`src/rtl/mini_subsystem_pkg.sv`:
```
// mini_subsystem_pkg: shared ALU opcodes and default datapath sizes
package mini_subsystem_pkg;
  localparam int N_DEFAULT = 8;
  localparam int DEPTH_DEFAULT = 8;
  typedef enum logic [2:0] {
    ALU_ADD, ALU_SUB, ALU_AND, ALU_OR, ALU_XOR, ALU_NOT, ALU_SHL, ALU_SHR
  } alu_op_e;
endpackage

```
`src/rtl/sync_fifo.sv`:
```
// sync_fifo: single-clock FIFO with registered read data and no fall-through
module sync_fifo
  import mini_subsystem_pkg::*;
#(
  parameter int N = N_DEFAULT,
  parameter int DEPTH = DEPTH_DEFAULT
) (
  input  logic         clk,
  input  logic         rst,
  input  logic         wr_en,
  input  logic [N-1:0] wr_data,
  input  logic         rd_en,
  output logic [N-1:0] rd_data,
  output logic         full,
  output logic         empty
);
  localparam int AW = $clog2(DEPTH);
  localparam int CW = AW + 1;
  logic [N-1:0] mem_q [DEPTH];
  logic [AW-1:0] wr_ptr_q, rd_ptr_q;
  logic [CW-1:0] count_q, count_d;
  logic rd_ok;
  assign full = count_q == CW'(DEPTH);
  assign empty = count_q == '0;
  // reads on an empty FIFO are dropped so the count can never underflow
  assign rd_ok = rd_en & ~empty;
  assign count_d = count_q + CW'(wr_en) - CW'(rd_ok);
  always_ff @(posedge clk) begin
    if (wr_en) mem_q[wr_ptr_q] <= wr_data;
  end
  always_ff @(posedge clk) begin
    if (rst) begin
      wr_ptr_q <= '0;
      rd_ptr_q <= '0;
      count_q <= '0;
      rd_data <= '0;
    end else begin
      if (wr_en) wr_ptr_q <= wr_ptr_q + AW'(1);
      if (rd_ok) begin
        rd_ptr_q <= rd_ptr_q + AW'(1);
        rd_data <= mem_q[rd_ptr_q];
      end
      count_q <= count_d;
    end
  end
endmodule

```
`src/rtl/mini_subsystem_top.sv`:
```
// mini_subsystem_top: input register -> ALU/accumulator -> FIFO, with backpressure stall
module mini_subsystem_top
  import mini_subsystem_pkg::*;
#(
  parameter int N = N_DEFAULT,
  parameter int DEPTH = DEPTH_DEFAULT
) (
  input  logic         clk,
  input  logic         rst,
  input  logic [N-1:0] ext_data,
  input  logic [2:0]   alu_sel,
  input  logic         fifo_rd,
  output logic [N-1:0] fifo_out,
  output logic         fifo_empty
);
  logic [N-1:0] in_q, acc_q, acc_d, alu_res;
  logic in_vld_q, acc_vld_q, acc_vld_d, fifo_full, stall, wr_en;
  alu_op_e op;
  assign op = alu_op_e'(alu_sel);
  always_comb begin
    alu_res = op == ALU_ADD ? in_q + acc_q :
              op == ALU_SUB ? in_q - acc_q :
              op == ALU_AND ? in_q & acc_q :
              op == ALU_OR  ? in_q | acc_q :
              op == ALU_XOR ? in_q ^ acc_q :
              op == ALU_NOT ? ~in_q :
              op == ALU_SHL ? in_q << 1 : in_q >> 1;
  end
  // a full FIFO is only a stall when no slot is freed this cycle
  assign stall = acc_vld_q & fifo_full & ~fifo_rd;
  assign wr_en = acc_vld_q & (~fifo_full | fifo_rd);
  assign acc_d = stall ? acc_q : alu_res;
  assign acc_vld_d = stall ? acc_vld_q : in_vld_q;
  always_ff @(posedge clk) begin
    if (rst) begin
      in_q <= '0;
      in_vld_q <= 1'b0;
      acc_q <= '0;
      acc_vld_q <= 1'b0;
    end else begin
      in_q <= ext_data;
      in_vld_q <= 1'b1;
      acc_q <= acc_d;
      acc_vld_q <= acc_vld_d;
    end
  end
  sync_fifo #(.N(N), .DEPTH(DEPTH)) u_fifo (
    .clk(clk),
    .rst(rst),
    .wr_en(wr_en),
    .wr_data(acc_q),
    .rd_en(fifo_rd),
    .rd_data(fifo_out),
    .full(fifo_full),
    .empty(fifo_empty)
  );
endmodule

```
`config.mk`:
```
export PLATFORM = sky130hd
export DESIGN_NAME = mini_subsystem_top
export DESIGN_NICKNAME = d
export VERILOG_FILES = /design/src/rtl/mini_subsystem_pkg.sv /design/src/rtl/sync_fifo.sv /design/src/rtl/mini_subsystem_top.sv
export SDC_FILE = /design/constraint.sdc
export NUM_CORES = 1
export LEC_CHECK = 0
export ABC_AREA = 1
export BUFFER_PORTS_ARGS = -buffer_cell sky130_fd_sc_hd__buf_2
export CORE_MARGIN = 2
export CORE_UTILIZATION = 50
export CTS_CLUSTER_DIAMETER = 30
export DETAILED_ROUTE_END_ITERATION = 6
export HOLD_SLACK_MARGIN = 0.05
export PLACE_DENSITY = 0.69
export SYNTH_ARGS = -nofsm -noshare
export SYNTH_HDL_FRONTEND = slang
export SYNTH_SLANG_ARGS = --single-unit
```
`constraint.sdc`:
```
create_clock -name clk -period 2 [get_ports clk]
set_input_delay 0.2 -clock clk [delete_from_list [all_inputs] [get_ports clk]]
set_output_delay 0.2 -clock clk [all_outputs]
set_load 0.01 [all_outputs]
```
======== After elaboration in Yosys (flattened, before gate mapping) ========
Memories as Yosys holds them, arrays and structs flattened. A register that Yosys moved wholly into a read port is not among the register bits.
Cells that the tools add are included.
cells by class
  $add $sub $neg .......................... 6
  equal/unequal tests ..................... 7
  muxes and demuxes ....................... 10
  bitwise logic cells ..................... 12
  reductions and logical operators ........ 2
operator list
  kind                   count
  $mux W8                7
  $eq A3 B3 Y1 const B   3
  $add A8 B8 Y8          1
  $and A8 B8 Y8          1
  $not A8 Y8             1
  $or A8 B8 Y8           1
  $sub A8 B8 Y8          1
  $xor A8 B8 Y8          1
  $add A3 B1 Y3 const B  2
  $eq A3 B2 Y1 const B   2
  $add A4 B1 Y4          1
  $and A1 B1 Y1          4
  $eq A4 B4 Y1 const B   1
  $logic_not A4 Y1       1
  $sub A4 B1 Y4          1
  $eq A3 B1 Y1 const B   1
  $logic_not A3 Y1       1
  $mux W1                3
  $not A1 Y1             3
  $or A1 B1 Y1           1
word-level totals
  register bits ........................... 28
  RAM bits ................................ 64
  logic and storage cells ................. 45
  memories ................................ 1
memory list
  name          words  width  rd ports  clocked after memory_dff  write ports  RTL line         text
  u_fifo.mem_q  8      8      1         1                         1            sync_fifo.sv:19  logic [N-1:0] mem_q [DEPTH];

======== Depth between registers and ports, before layout ========
  word-level depth ........................ 8
  mapped depth ............................ 15
  mapped depth without buffers ............ 14

======== Cells and area by module ========
Synthesis repeated with hierarchy kept, for this count alone.
second synthesis, totals
  cell total of the unflattened synthesis .. 672
  area total of the unflattened synthesis .. 5481.5 µm²
modules (own cells, without submodules)
  module              instances  cells an instance  area an instance (µm²)  sequential area each (µm²)
  sync_fifo           1          356                3560.9                  2282.2
  mini_subsystem_top  1          316                1920.6                  360.3

======== Least setup slack after synthesis ========
OpenSTA, ideal clock, no wires.
  kind .................................... register -> register
  start point ............................. register u_fifo.count_q[2]
  end point ............................... register u_fifo.count_q[1]
  setup time .............................. 0.128 ns
  arrival time ............................ 1.965 ns
  required time ........................... 1.872 ns
  setup slack ............................. -0.092 ns
  cell stages (with the launch flop) ...... 13
  path buffers ............................ 1
  cells stage by stage .................... dfxtp_1 > inv_1 > ha_1 > nand2_1 > nand2_1 > inv_1 > clkbuf_1 > ha_1 > inv_1 > ha_1 > fa_1 > inv_1 > nor2_1
between the ends
  elaborated cells between the ends (all ways) .. 9
  classes of those cells .................. 2 x add/sub; 1 x eq/ne; 5 x bitwise; 1 x reduce/logical
RTL lines
  what                    RTL line         text
  from (decl)             sync_fifo.sv:21  logic [CW-1:0] count_q, count_d;
  from (signal assigned)  sync_fifo.sv:43  count_q <= count_d;
  $logic_not A4 Y1        sync_fifo.sv:24  assign empty = count_q == '0;
  $not A1 Y1              sync_fifo.sv:26  assign rd_ok = rd_en & ~empty;
  $and A1 B1 Y1           sync_fifo.sv:26
  net u_fifo.rd_ok        sync_fifo.sv:22  logic rd_ok;
  $sub A4 B1 Y4           sync_fifo.sv:27  assign count_d = count_q + CW'(wr_en) - CW'(rd_ok);
  net u_fifo.count_d[1]   sync_fifo.sv:21
The timed path passes the listed nets, and every way through them passes these cells.
A chain may end at the register's enable or synchronous reset.

======== Final worst setup path ========
  start point ............................. register u_fifo.count_q[2]
  end point ............................... register u_fifo.count_q[1]
between the ends
  longest elaborated chain between the ends .. 6
  elaborated cells between the ends (all ways) .. 9
  classes of those cells .................. 2 x add/sub; 1 x eq/ne; 5 x bitwise; 1 x reduce/logical
RTL lines
  what                   RTL line                  text
  $eq A4 B4 Y1           sync_fifo.sv:23           assign full = count_q == CW'(DEPTH);
  $not A1 Y1             mini_subsystem_top.sv:31  assign wr_en = acc_vld_q & (~fifo_full | fifo_rd);
  $or A1 B1 Y1           mini_subsystem_top.sv:31
  $and A1 B1 Y1          mini_subsystem_top.sv:31
  $add A4 B1 Y4          sync_fifo.sv:27
  $sub A4 B1 Y4 (*)      sync_fifo.sv:27
  net u_fifo.count_d[1]  sync_fifo.sv:21
Mark *: on every way through the listed nets, which the timed path passes. The rest lies on a longest branch.

==> flow_summary.toml <==
[timing]
slew_violations = 0
fin_crit_ns = 1.98
setup_viol = 0
fin_crit_sh_pct = 98.8
finalHoldViolCount = 0
relSlewSlack_pct = 63.9
clock_skew_ns = 0.0217
clock.fmax_mhz = 506
tightest_slew_ns = 0.540
rsz0062_at_grt = "yes"

[place]
port_buffers = 22
dp_hpwl_um = 8510
post_dp_cell_area_um2 = 5640
place.gp.congestion = 0.956

[clock_tree]
worstSkewPairLatency_ns = 0.37
htreeDepth = 3
cts_root_buffer = "clkbuf_8"
cts.clk_slew.worst_paths_ns = 0.11
cts_max_path_buffers = 2
cts_tree = "done"
cts_sinks = 100
cts_inserted_buffers = 9

[finish]
diodes = 0
nets = 692
fin_area_um2 = 6020
area_growth_pct = 15.0
layout-drive-gt1-share_pct = 17.9

[synthesis]
muxShareOfSynthArea_pct = 0
synthesis.area_um2 = 5240
synth_compound_area_share_pct = 14.8
synth_top_family_by_area = "simple AND/OR/NAND/NOR gates"
synth-xor-area-share_pct = 1.00
ys_types = 35
synth_fa_ha_area_share_pct = 8.55
synth_edf_count = 64
yosys_warnings = 0
synth_ff_type = "edfxtp_1"
synth-simple-area-share_pct = 16.9
synth_fp_nets = 640
ys_async_sr_fraction_pct = 0
ys_seq_elements = 100
synthCells = 592
ys_seq_area_share_pct = 50.5
avgSynthCellArea_um2 = 8.85

[grt]
grt_pass1_vias = 4130
grt_pass1_wl_um = 19600
grt_max_degree = 35
antenna_found_initial = 0
grt_util_all_layers_pct = 22.2
grt_remaining_overflow = 0

[pwr]
fin_total_pwr_mw = 5.69
p_per_area_nw_per_um2 = 945
p_leak_nw = 2.54
ir_drop_mv = 0.485

[worst_setup_path]
max_stage_delay_ns = 0.54
r2r_start = "u_fifo.count_q[2]"
crit_top_cell = "ha_4"
cp_cell_sequence = "inv_4 > ha_4 > inv_2 > nor2_2 > nand2_1 > nand2_2 > ha_4 > inv_4 > ha_4 > fa_2 > inv_2 > nor2_2"
critPathSlowestCell = "fa_2"
startpoint_type = "flip-flop"
startpoint = "u_fifo.count_q[2]"
rr_endpoint = "u_fifo.count_q[1]"
crit_path_max_fanout = 3
cp_data_required_time_ns = 2.32
endpoint = "u_fifo.count_q[1]"
rr_worst_depth = 12
path_class = "flip-flop to flip-flop"
cp.arrival_ns = 2.30
r2r_slack_ns = 0.02
worst_setup_path_end_kind = "flip-flop"

[die]
die-area_um2 = 11300
core_um2 = 10200
dieWidth_um = 106
rows = 37
die_h_um = 106
initial_core_util_pct = 51.2
io_pins = 23

[detailed_routing]
routedWlPerCell_um = 15.4
first_pass_iters = 5
detail-route-antenna-nets = 0
drc = 0
dr.first_iter.drc_count = 230
via_per_inst = 5.36
wl_um = 12100
num_vias = 4206

[hold_path]
whs_path_depth = 3
min_path_type = "primary input to flip-flop"

[outcome]
status = "completed"

[run]
maxCapViolCount = 0
==> cell usage after synthesis (2+ instances only) <==
cell type	count	area, um2
a21oi_1	35	175
a21oi_2	3	26.3
a31oi_1	2	12.5
buf_2	2	10.0
buf_4	4	30.0
buf_6	2	22.5
clkbuf_1	13	48.8
dfxtp_1	36	721
edfxtp_1	64	1920
fa_1	3	60.1
ha_1	31	388
inv_1	80	300
inv_2	2	7.51
nand2_1	91	342
nand3_1	28	140
nand3_2	2	20.0
nand4_1	8	50.1
nor2_1	78	293
o211ai_1	12	90.1
o21ai_0	61	305
o21bai_1	2	15.0
o221ai_1	8	70.1
o22ai_1	9	56.3
xor2_1	5	43.8
==> placed cells by master (no fill, tap or decap), drive strengths merged <==
cell,netlist,layout
nand2,92,92
inv,82,85
nor2,78,78
edfxtp,64,64
o21ai,62,62
buf,9,56
a21oi,38,38
dfxtp,36,36
ha,31,31
nand3,30,30
o211ai,12,12
o22ai,9,9
clkbuf,14,9
o221ai,8,8
nand4,8,8
dlygate4sd3,0,8
xor2,5,5
clkinv,1,4
fa,3,3
o21bai,2,2
a31oi,2,2
nor3,1,1
nand3b,1,1
o221a,1,1
xnor2,1,1
nor4,1,1
a21o,1,1
clkinvlp,0,1
==> kinds of logic (layout without fill, tap and decap cells) <==
kind of cell | after synthesis | in the layout
AND/OR/NAND/NOR | 211 | 211
AO/OA/AOI/OAI | 135 | 135
buffers and inverters | 106 | 163
flip-flops | 100 | 100
adder cells (fa/ha/maj) | 34 | 34
XOR/XNOR | 6 | 6
==> layout make-up <==
type / instances / area [um2]
flip-flops and latches: 100 / 2650
repair buffers: 64 / 445
clock inverters: 7 / 60.1
inverters: 83 / 317
fillers: 903 / 4210
clock buffers: 9 / 124
well taps: 136 / 170
multi-input cells: 386 / 2250
==> critical path, delay by kind of cell (launching register included) <==
kind / cells / cell delay, ns
buf+inv: 4 / 0.16
simple gates: 4 / 0.28
flops: 1 / 0.37
fa+ha+maj: 4 / 1.12
==> worst min-delay path by stage <==
| stage | start | end |
|---|---|---|
| finish | rst | u_fifo.count_q[1] |
| global placement | ext_data[2] | in_q[2] |
| floorplan | rst | acc_vld_q |
| global route | rst | u_fifo.count_q[1] |
| detailed placement | ext_data[2] | in_q[2] |
| CTS | rst | u_fifo.rd_data[6] |
==> metrics by stage <==
stage	TNS, ns	util (%)	hold slack [ns]	setup WS (ns)	instances
3_3_place_gp	0	55.1	0.402	0.104	759
2_1_floorplan	-0.0304	-	0.269	-0.0304	592
3_5_place_dp	-0.00382	55.1	0.409	-0.00382	759
5_1_grt	-0.0668	58.9	0.289	-0.0316	785
6_report	0	58.9	0.261	0.0242	785
4_1_cts	0	57.7	0.268	0.000176	783
==> state kept, by name, indices dropped and copies added (netlist names) <==
name	count
u_fifo.rd_data	8
in_vld_q	1
u_fifo.count_q	4
u_fifo.wr_ptr_q	3
u_fifo.rd_ptr_q	3
acc_q	8
u_fifo.mem_q	64
acc_vld_q	1
in_q	8
==> power breakdown <==
group	switching, mW	internal, mW	leakage (nW)
clock	0.760	0.475	0.0913
combinational	1.18	0.769	1.56
sequential	0.106	2.40	0.889
total	2.05	3.64	2.54
==> what timing repair did <==
action                                  in CTS  in global routing
hold buffers                                 8                  0
pin swaps                                    1                 11
endpoints found under the setup margin       2                  8
endpoints found under the hold margin        8                  0
buffers inserted                             0                  2
gates resized for setup                      1                 40
==> routing by layer <==
layer / track usage (%) / vias up / routed length (um)
met2: 39.0 / 103 / 6130
met4: 9.59 / 0 / 310
li1: - / 2101 / -
met5: 0 / - / 0
met3: 3.19 / 26 / 493
met1: 27.0 / 1976 / 5180
Power figures use the tool's default switching activity.
